File: src/rtl/chiplib_pri_queue_push_arb.sv
// Multi-port push front end: per-port FIFOs, priority/round-robin arbiter, output stage.
// Optional starvation aging: define CHIPLIB_PRI_QUEUE_PUSH_AGING_EN.
module chiplib_pri_queue_push_arb #(
   parameter int DataWidth     = 64,
   parameter int PriorityWidth = 16,
   parameter int NumPorts      = 4,
   parameter int BufDepth      = 2,
   parameter int AgeLimit      = 15
) (
   input  logic                              clk,
   input  logic                              rst_n,
   input  logic [NumPorts*DataWidth-1:0]     push_data,
   input  logic [NumPorts*PriorityWidth-1:0] push_pri,
   input  logic [NumPorts-1:0]               push_valid,
   output logic [NumPorts-1:0]               push_ready,
   output logic                              queue_push_valid,
   output logic [DataWidth-1:0]              queue_push_data,
   output logic [PriorityWidth-1:0]          queue_push_pri,
   output logic [$clog2(NumPorts)-1:0]       queue_push_port,
   input  logic                              full
);

   localparam int PW = $clog2(NumPorts);
   localparam int AW = $clog2(BufDepth);
   localparam int CW = AW + 1;

   logic [DataWidth-1:0]     mem_data [NumPorts][BufDepth];
   logic [PriorityWidth-1:0] mem_pri  [NumPorts][BufDepth];
   logic [AW-1:0]            wr_ptr   [NumPorts];
   logic [AW-1:0]            rd_ptr   [NumPorts];
   logic [CW-1:0]            count    [NumPorts];

   logic [PriorityWidth-1:0] head_pri [NumPorts];
   logic [NumPorts-1:0]      nonempty;
   logic [NumPorts-1:0]      cand;
   logic [NumPorts-1:0]      push_en;
   logic [NumPorts-1:0]      pop_en;
   logic [PriorityWidth-1:0] best;
   logic [PW-1:0]            idx;
   logic [PW-1:0]            win;
   logic [PW-1:0]            rr_ptr;
   logic [PW-1:0]            rr_next;
   logic                     grant;
   logic                     load;
   logic                     take;

   logic                     out_valid;
   logic [DataWidth-1:0]     out_data;
   logic [PriorityWidth-1:0] out_pri;
   logic [PW-1:0]            out_port;

   assign load = ~out_valid | ~full;
   assign take = load & grant;
   assign rr_next = (win == PW'(NumPorts - 1)) ? '0 : win + 1'b1;

   assign queue_push_valid = out_valid & ~full;
   assign queue_push_data  = out_data;
   assign queue_push_pri   = out_pri;
   assign queue_push_port  = out_port;

   always_comb begin
      for (int i = 0; i < NumPorts; i++) begin
         push_ready[i] = rst_n && (count[i] != CW'(BufDepth));
         push_en[i]    = push_valid[i] && push_ready[i];
         pop_en[i]     = take && (win == PW'(i));
         nonempty[i]   = (count[i] != '0);
         head_pri[i]   = mem_pri[i][rd_ptr[i]];
      end
   end

`ifdef CHIPLIB_PRI_QUEUE_PUSH_AGING_EN
   localparam int GW = $clog2(AgeLimit + 1);

   logic [GW-1:0]       age [NumPorts];
   logic [NumPorts-1:0] starved;

   always_comb begin
      for (int i = 0; i < NumPorts; i++) begin
         starved[i] = nonempty[i] && (age[i] == GW'(AgeLimit));
      end
   end

   // Ages advance only on cycles that actually grant someone else.
   always_ff @(posedge clk or negedge rst_n) begin
      if (!rst_n) begin
         for (int i = 0; i < NumPorts; i++) age[i] <= '0;
      end else begin
         for (int i = 0; i < NumPorts; i++) begin
            if (!nonempty[i] || pop_en[i]) begin
               age[i] <= '0;
            end else if (take && age[i] != GW'(AgeLimit)) begin
               age[i] <= age[i] + 1'b1;
            end
         end
      end
   end

   assign cand = (|starved) ? starved : nonempty;
`else
   assign cand = nonempty;
`endif

   // Strict compare keeps the first tied port found from rr_ptr upward.
   always_comb begin
      grant = 1'b0;
      win   = '0;
      best  = '0;
      idx   = '0;
      for (int k = 0; k < NumPorts; k++) begin
         idx = PW'((int'(rr_ptr) + k) % NumPorts);
         if (cand[idx] && (!grant || head_pri[idx] > best)) begin
            grant = 1'b1;
            win   = idx;
            best  = head_pri[idx];
         end
      end
   end

   always_ff @(posedge clk) begin
      for (int i = 0; i < NumPorts; i++) begin
         if (push_en[i]) begin
            mem_data[i][wr_ptr[i]] <= push_data[i*DataWidth +: DataWidth];
            mem_pri[i][wr_ptr[i]]  <= push_pri[i*PriorityWidth +: PriorityWidth];
         end
      end
   end

   always_ff @(posedge clk or negedge rst_n) begin
      if (!rst_n) begin
         for (int i = 0; i < NumPorts; i++) begin
            wr_ptr[i] <= '0;
            rd_ptr[i] <= '0;
            count[i]  <= '0;
         end
      end else begin
         for (int i = 0; i < NumPorts; i++) begin
            if (push_en[i]) wr_ptr[i] <= wr_ptr[i] + 1'b1;
            if (pop_en[i]) rd_ptr[i] <= rd_ptr[i] + 1'b1;
            if (push_en[i] && !pop_en[i]) begin
               count[i] <= count[i] + 1'b1;
            end else if (!push_en[i] && pop_en[i]) begin
               count[i] <= count[i] - 1'b1;
            end
         end
      end
   end

   always_ff @(posedge clk or negedge rst_n) begin
      if (!rst_n) begin
         out_valid <= 1'b0;
         out_data  <= '0;
         out_pri   <= '0;
         out_port  <= '0;
         rr_ptr    <= '0;
      end else if (load) begin
         out_valid <= grant;
         if (grant) begin
            out_data <= mem_data[win][rd_ptr[win]];
            out_pri  <= head_pri[win];
            out_port <= win;
            rr_ptr   <= rr_next;
         end
      end
   end

endmodule

File: config.mk
export PLATFORM = sky130hd
export DESIGN_NAME = chiplib_pri_queue_push_arb
export DESIGN_NICKNAME = d
export VERILOG_FILES = /design/src/rtl/chiplib_pri_queue_push_arb.sv
export SDC_FILE = /design/constraint.sdc
export NUM_CORES = 1
export LEC_CHECK = 0
export CORE_UTILIZATION = 55
export CTS_CLUSTER_SIZE = 25
export DETAILED_ROUTE_END_ITERATION = 7
export PLACE_DENSITY = 0.87
export SLEW_MARGIN = 25
export SYNTH_ARGS = -nofsm -noshare
export SYNTH_HDL_FRONTEND = slang
export SYNTH_SLANG_ARGS = --single-unit
File: constraint.sdc
create_clock -name clk -period 19.5 [get_ports clk]
set_clock_uncertainty 0.2 [all_clocks]
set_input_delay 3.9 -clock clk [delete_from_list [all_inputs] [get_ports clk]]
set_output_delay 3.9 -clock clk [all_outputs]
set_load 0.02 [all_outputs]
Yosys cells after proc, flatten, opt, wreduce, memory -nomap -nowiden

Memories as Yosys holds them, arrays and structs flattened.
Cells that the tools add are included.
Widths: inputs -> output; s select.

Bits in writable memories: 640
Register bits: 101
Latch bits: 0
Memories: 2
Output and inout port bits: 87
Logic and storage cells: 230
Memory bits (read-only): 0

Memory list:

| name     | words | width | read ports | clocked after Yosys merged registers in | write ports | line | RTL |
|---|---|---|---|---|---|---|---|
| mem_data | 4     | 128   | 1          | 0                                       | 4           | 27   | `logic [DataWidth-1:0] mem_data [NumPorts][BufDepth];` |
| mem_pri  | 4     | 32    | 4          | 0                                       | 4           | 28   | `logic [PriorityWidth-1:0] mem_pri [NumPorts][BufDepth];` |

Add/subtract/negate cells: 20
Reduce and logical (&&, ||, !) cells: 51
Magnitude comparators: 25
Bitwise logic cells: 19
Div/mod/pow operators: 0
Eq/ne operators: 7
Muxes and demuxes: 89
Shift operators: 0
$mul: 0

Operators with widths:

| cell                | count |
|---|---|
| $mux 128            | 4 |
| $mux 16             | 29 |
| $mux 64             | 7 |
| $demux 64 s1        | 4 |
| $bmux 16 s2         | 5 |
| $mux 32             | 4 |
| $demux 16 s1        | 4 |
| $gt 16x16->1        | 3 |
| $logic_and 1x1->1   | 27 |
| $mux 2              | 13 |
| $ge 2x2->1 const B  | 9 |
| $not 1->2           | 9 |
| $reduce_bool 2->1   | 8 |
| $ge 3x3->1 const B  | 5 |
| $not 2->3           | 5 |
| $mux 1              | 14 |
| $add 2x1->2 const B | 6 |
| $lt 2x3->1 const B  | 4 |
| $logic_not 1->1     | 11 |
| $bmux 1 s2          | 5 |
| $add 1x1->1 const B | 8 |
| $lt 2x1->1 const B  | 4 |
| $ne 2x2->1 const B  | 4 |
| $sub 2x1->2 const B | 4 |
| 9 further kinds     | 15 |

Depth between registers and ports, before layout

Word-level depth: 28
Gate-level depth with buffers: 46

Least setup slack after synthesis

OpenSTA, ideal clock, no wires.

Kind: reg-to-reg
Start: register rr_ptr[0]
End: register count[3] in the netlist's numbering
Arrival time: 9,121 ps
Path buffers: 11
Cell stages (with the launch flop): 45
Data required time: 19,221 ps
Setup time: 79 ps
Setup slack: 10,100 ps
Cells stage by stage: dfrtp_1 -> buf_2 -> buf_1 -> clkbuf_1 -> buf_1 -> mux2i_1 -> nand2_1 -> a22o_1 -> ha_1 -> nor2b_1 -> o211ai_1 -> a2111o_1 -> a31oi_1 -> o221ai_1 -> clkbuf_1 -> nand2_1 -> o21ai_0 -> ha_1 -> [9 not listed] -> ha_1 -> a21oi_1 -> o21ai_0 -> a22oi_1 -> or4b_1 -> o211ai_1 -> o31ai_1 -> o21ai_4 -> buf_6 -> buf_6 -> buf_4 -> buf_4 -> ha_1 -> nand2_1 -> ha_1 -> xor2_1 -> nor2_1 -> xor2_1

Cells in the longest elaborated chain, start to end: 22

Ends and longest elaborated chain:

| what                                                           | line     | RTL |
|---|---|---|
| start, declared                                                | 41       | `logic [PW-1:0] rr_ptr;` |
| start signal, assigned                                         | 161      | `rr_ptr <= rr_next;` |
| $add 2x1->2 or $not 2->3 (tied branches)                       | 110, 114 |  |
| $not 2->3 (not written as such) or $bmux 16 s2 (tied branches) | 111, 114 |  |
| $bmux 16 s2 or $mux 16 (tied branches)                         | 111, 114 |  |
| $mux 16, on equally long branches (2 in series)                | 111, 114 |  |
| $gt 16x16->1                                                   | 111      | `if (cand[idx] && (!grant \|\| head_pri[idx] > best)) begin` |
| $logic_or 1x1->1                                               | 111      |  |
| $logic_and 1x1->1                                              | 111      |  |
| $mux 16 or $mux 1 (tied branches)                              | 111      |  |
| [6 not listed]                                                 | -        |  |
| $logic_and 1x1->1                                              | 111      |  |
| $mux 2 *                                                       | 111      |  |
| net win[1]                                                     | 40       | `logic [PW-1:0] win;` |
| $eq 2x2->1 *                                                   | 65       | `pop_en[i] = take && (win == PW'(i));` |
| $logic_and 1x1->1 *                                            | 65       |  |
| $logic_not 1->1                                                | 139      | `if (push_en[i] && !pop_en[i]) begin` |
| $logic_and 1x1->1                                              | 139      |  |
| $mux 2 or $reduce_bool 2->1 (tied branches)                    | -        |  |
| end signal, assigned by index                                  | 140      | `count[i] <= count[i] + 1'b1;` |
| end signal, assigned by index                                  | 142      | `count[i] <= count[i] - 1'b1;` |
| end, declared                                                  | 31       | `logic [CW-1:0] count [NumPorts];` |

Mark *: on every way through the listed nets, which the timed path passes. The rest lies on a longest branch. The select of a mux whose other input is x is not followed.
A chain may end at the register's enable or synchronous reset.

Final worst setup path

Start: register rr_ptr[0]
End: register out_data[20] (netlist: queue_push_data[20])

Cells in the longest elaborated chain, start to end: 25

Ends and longest elaborated chain:

| what                                                           | line     | RTL |
|---|---|---|
| $add 2x1->2 or $not 2->3 (tied branches)                       | 110, 114 |  |
| $not 2->3 (not written as such) or $bmux 16 s2 (tied branches) | 111, 114 |  |
| $bmux 16 s2 or $mux 16 (tied branches)                         | 111, 114 |  |
| $mux 16, on equally long branches (2 in series)                | 111, 114 |  |
| $gt 16x16->1                                                   | 111      |  |
| $logic_or 1x1->1                                               | 111      |  |
| $logic_and 1x1->1                                              | 111      |  |
| $mux 16 or $mux 1 (tied branches)                              | 111      |  |
| [5 not listed]                                                 | -        |  |
| $logic_or 1x1->1                                               | 111      |  |
| $logic_and 1x1->1                                              | 111      |  |
| $mux 2                                                         | 111      |  |
| $not 2->3 (not written as such)                                | 158      | `out_data <= mem_data[win][rd_ptr[win]];` |
| $bmux 1 s2                                                     | 158      |  |
| $mux 1 (not written as such) (2 in series)                     | 158      |  |
| $not 1->2 (not written as such)                                | 158      |  |
| $mux 64 (not written as such) (3 in series)                    | 158      |  |
| end signal, assigned                                           | 158      |  |
| end, declared                                                  | 48       | `logic [DataWidth-1:0] out_data;` |

Several ways; a longest one is shown, not always the timed one. The select of a mux whose other input is x is not followed.

==> metrics.txt <==
# TYPE chip_impl_metric gauge
chip_impl_info{name="timing.critical_path.slowest_stage_cell",value="sky130_fd_sc_hd__buf_4"} 1
chip_impl_info{name="crit_path_leading_delay_family",value="compound AO/OA/AOI/OAI gates"} 1
chip_impl_metric{name="timing.hold.ws",unit="ps"} 286.0
chip_impl_info{name="root_buffer",value="sky130_fd_sc_hd__clkbuf_16"} 1
chip_impl_metric{name="grt_pass1_vias",unit=""} 22334
chip_impl_metric{name="netlist_instances",unit=""} 2200
chip_impl_info{name="rsz_0062_raised_after_global_routing",value="false"} 1
chip_impl_metric{name="dp.final_hpwl",unit="um"} 57440
chip_impl_metric{name="groute.layer.met1.usage",unit="%"} 37.95
chip_impl_metric{name="post_dp_cell_area",unit="um^2"} 36790
chip_impl_info{name="cp-endpoint",value="queue_push_data[20]"} 1
chip_impl_metric{name="fin_area",unit="um^2"} 39410
chip_impl_metric{name="synth_fp_nets",unit=""} 2583
chip_impl_metric{name="placeable_core_area",unit="um^2"} 57590
chip_impl_metric{name="finalCritPeriodShare",unit="%"} 62.85
chip_impl_metric{name="placementRows",unit=""} 88
chip_impl_metric{name="setup_viol",unit=""} 0
chip_impl_metric{name="finalCriticalPeriod",unit="ps"} 12260
chip_impl_metric{name="clock_path_buffers",unit=""} 3
chip_impl_info{name="tritoncts",value="built"} 1
chip_impl_metric{name="drv_slew",unit=""} 0
chip_impl_metric{name="cp_data_required_time",unit="ps"} 19830
chip_impl_metric{name="final-hold-violation-count",unit=""} 0
chip_impl_metric{name="tightest_slew",unit="ps"} 1070
chip_impl_metric{name="grt_max_degree",unit=""} 229
chip_impl_metric{name="floorplan.die_area",unit="um^2"} 59220
chip_impl_metric{name="finalNetCount",unit=""} 2962
chip_impl_metric{name="gr-total-overflow",unit=""} 0
chip_impl_metric{name="timing.critical_path.arrival",unit="ps"} 12590
chip_impl_metric{name="routed-via-count",unit=""} 21434
chip_impl_info{name="worstSetupStartpoint",value="rr_ptr[0]"} 1
chip_impl_metric{name="post_synth_instance_area",unit="um^2"} 32040
chip_impl_metric{name="post-route-util",unit="%"} 68.44
chip_impl_metric{name="gr_util_met3",unit="%"} 7.325
chip_impl_info{name="min-delay-start",value="queue_push_pri[12]"} 1
chip_impl_metric{name="insertion_delay",unit="ps"} 630
chip_impl_metric{name="initialDrtViolationCount",unit=""} 2110
chip_impl_metric{name="clock_sink_count",unit=""} 741
chip_impl_metric{name="numCtsBuffers",unit=""} 75
chip_impl_info{name="synth_largest_area_cell",value="sky130_fd_sc_hd__edfxtp_1"} 1
chip_impl_metric{name="timing.critical_path.buf_inv",unit=""} 6
chip_impl_metric{name="cp.depth",unit=""} 36
chip_impl_info{name="worstSetupEndpointType",value="flip-flop"} 1
chip_impl_metric{name="synthesis.yosys.warnings",unit=""} 0
chip_impl_metric{name="synth_top_area_share",unit="%"} 59.99
chip_impl_metric{name="overall_routing_resource_usage",unit="%"} 31.42
chip_impl_info{name="synth_ff_type",value="sky130_fd_sc_hd__edfxtp_1"} 1
chip_impl_metric{name="max_freq",unit="MHz"} 81.60
chip_impl_metric{name="timing.reg2reg.setup_slack",unit="ps"} 7240
chip_impl_metric{name="worst_path_largest_cell_delay",unit="ps"} 790
chip_impl_metric{name="maximum_fanout_along_the_worst_path",unit=""} 68
chip_impl_info{name="run_status",value="completed"} 1
chip_impl_metric{name="max-slew-margin-rel",unit="%"} 28.65
chip_impl_info{name="synth.area.top_cells",value="sky130_fd_sc_hd__edfxtp_1 (60%), sky130_fd_sc_hd__mux2i_1 (8.1%), sky130_fd_sc_hd__dfrtp_1 (7.9%)"} 1
chip_impl_metric{name="avgSynthCellArea",unit="um^2"} 14.56
chip_impl_metric{name="drive_gt1_share",unit="%"} 10.22
chip_impl_metric{name="initial_antenna_violation_count",unit=""} 27
chip_impl_metric{name="detail-route-antenna-nets",unit=""} 0
chip_impl_metric{name="postCtsSetupBuffers",unit=""} 0
chip_impl_metric{name="avgRoutedWirePerCell",unit="um"} 27.46
chip_impl_metric{name="finalSetupTns",unit="ps"} 0
chip_impl_metric{name="layout-area-overhead-vs-synth",unit="%"} 23.01
chip_impl_metric{name="max_cap_viol_count",unit=""} 0
chip_impl_metric{name="groute.layer.met2.usage",unit="%"} 52.09
chip_impl_metric{name="pin_count",unit=""} 414
chip_impl_metric{name="final.fill_count",unit=""} 3635
chip_impl_info{name="hold_class",value="flip-flop to flip-flop"} 1
chip_impl_metric{name="via_per_inst",unit=""} 6.245
chip_impl_metric{name="routed_wl",unit="um"} 94240
chip_impl_metric{name="seq_area_frac_synth",unit="%"} 67.87
chip_impl_metric{name="cts_hold_repair.buffers",unit=""} 0
chip_impl_metric{name="ff2ff_path_depth",unit=""} 36
chip_impl_metric{name="chipWidth",unit="um"} 243.4
chip_impl_metric{name="grt_first_pass_wirelength",unit="um"} 137300
chip_impl_info{name="reg2reg_from",value="rr_ptr[0]"} 1
chip_impl_metric{name="yosys_register_bits",unit=""} 741
chip_impl_info{name="critPathLaunchType",value="flip-flop"} 1
chip_impl_info{name="grt_most_used_layer",value="met2"} 1
chip_impl_metric{name="synth-edff-count",unit=""} 640
chip_impl_info{name="critPathKind",value="flip-flop to flip-flop"} 1
chip_impl_metric{name="place.gp.congestion",unit=""} 0.8751
chip_impl_metric{name="first_pass_detailed_route_iteration_total",unit=""} 5
chip_impl_metric{name="cts-htree-levels",unit=""} 3
chip_impl_metric{name="clkTransAtPathRegs",unit="ps"} 60
chip_impl_metric{name="cts-resized-gates",unit=""} 0
chip_impl_metric{name="initial_standard_cell_utilization_of_the_core",unit="%"} 55.64
chip_impl_metric{name="synthArstFlopShare",unit="%"} 13.63
chip_impl_metric{name="remaining_drc_errors",unit=""} 0
chip_impl_metric{name="yosysUniqueCellTypes",unit=""} 60
chip_impl_info{name="worstReg2RegEnd",value="queue_push_data[20]"} 1
chip_impl_metric{name="place.port_buffers",unit=""} 413
chip_impl_metric{name="die_height",unit="um"} 243.4
[per-stage QoR]
step / setup WS (ps) / instances
global placement: 7444 / 3264
global route: 6563 / 3423
detailed placement: 7079 / 3265
floorplan: 10100 / 2200
CTS: 6943 / 3404
finish: 7244 / 3432
[synthesized netlist by cell type, types with 6 or more instances]
cell type	n
sky130_fd_sc_hd__nor2_1	102
sky130_fd_sc_hd__o211ai_1	72
sky130_fd_sc_hd__a21oi_1	31
sky130_fd_sc_hd__a22o_1	9
sky130_fd_sc_hd__xor2_1	9
sky130_fd_sc_hd__o21ai_0	102
sky130_fd_sc_hd__dfrtp_1	101
sky130_fd_sc_hd__nand2_1	254
sky130_fd_sc_hd__clkbuf_1	81
sky130_fd_sc_hd__nor4_1	6
sky130_fd_sc_hd__nand4_1	13
sky130_fd_sc_hd__a31oi_1	65
sky130_fd_sc_hd__inv_1	18
sky130_fd_sc_hd__o21a_1	6
sky130_fd_sc_hd__buf_2	26
sky130_fd_sc_hd__buf_6	10
sky130_fd_sc_hd__buf_1	11
sky130_fd_sc_hd__a221o_1	64
sky130_fd_sc_hd__xnor2_1	13
sky130_fd_sc_hd__mux2_2	109
sky130_fd_sc_hd__nand3_1	8
sky130_fd_sc_hd__mux2i_1	258
sky130_fd_sc_hd__edfxtp_1	640
sky130_fd_sc_hd__buf_4	15
sky130_fd_sc_hd__ha_1	56
sky130_fd_sc_hd__a21boi_0	64
[layout make-up]
cell class,instances,area [um^2],share of cell area [%]
flip-flops and latches,741,21750,55.19
multi-input cells,1294,9598,24.35
repair buffers,446,4476,11.36
clock buffers,97,1991,5.051
well taps,765,957.2,2.429
clock inverters,42,494.2,1.254
inverters,21,80.08,0.2032
diodes,26,65.06,0.1651
[how the worst min path moves through the flow]
stage	end	slack, ps	cells past startpoint
after CTS	queue_push_pri[2]	290	2
after global routing	queue_push_pri[7]	320	2
after detailed placement	queue_push_pri[2]	280	2
after floorplan	wr_ptr[0]	260	1
after global placement	queue_push_pri[2]	270	2
final	queue_push_pri[12]	290	2
[flip-flops by register name (all words and copies together), names as in the netlist]
register	flops
out_valid	1
wr_ptr	4
queue_push_pri	16
count	8
queue_push_data	64
rr_ptr	2
rd_ptr	4
mem_pri	128
queue_push_port	2
mem_data	512
[metal layers]
metal | wire length, um | up-vias
li1 | - | 9227
met1 | 33920 | 10583
met2 | 46620 | 1347
met3 | 9067 | 267
met4 | 4562 | 10
met5 | 72 | -
[cell usage in the layout (no fill, tap or decap), types with 72 or more instances in the layout]
master and count:
sky130_fd_sc_hd__edfxtp_1 640, sky130_fd_sc_hd__clkdlybuf4s50_1 412, sky130_fd_sc_hd__mux2i_1 258, sky130_fd_sc_hd__nand2_1 254, sky130_fd_sc_hd__mux2_2 109, sky130_fd_sc_hd__o21ai_0 102
sky130_fd_sc_hd__dfrtp_1 100, sky130_fd_sc_hd__nor2_1 98, sky130_fd_sc_hd__clkbuf_16 76, sky130_fd_sc_hd__o211ai_1 72
[worst register-to-register path: cells and delay by family (launching register included)]
| kind | cells | cell delay [ps] |
|---|---|---|
| mux | 3 | 1520 |
| fa+ha+maj | 3 | 950 |
| flops | 1 | 770 |
| compound gates | 16 | 3770 |
| simple gates | 8 | 2440 |
| buf+inv | 6 | 2500 |
[cell families (layout without fill, tap and decap cells)]
group,after synthesis,in the layout,share of synthesized area (%)
DFF,741,741,67.87
other,0,26,0
AOI/OAI and AO/OA,440,440,9.654
and+or+nand+nor,403,403,5.085
buffers and inverters,165,606,2.449
adders and majority gates,56,56,2.187
muxes,373,373,12.15
xor gates and xnor gates,22,22,0.6014
Power is not shown: default switching activity piles up to over one toggle a cycle in this logic, so the estimate is an artifact.
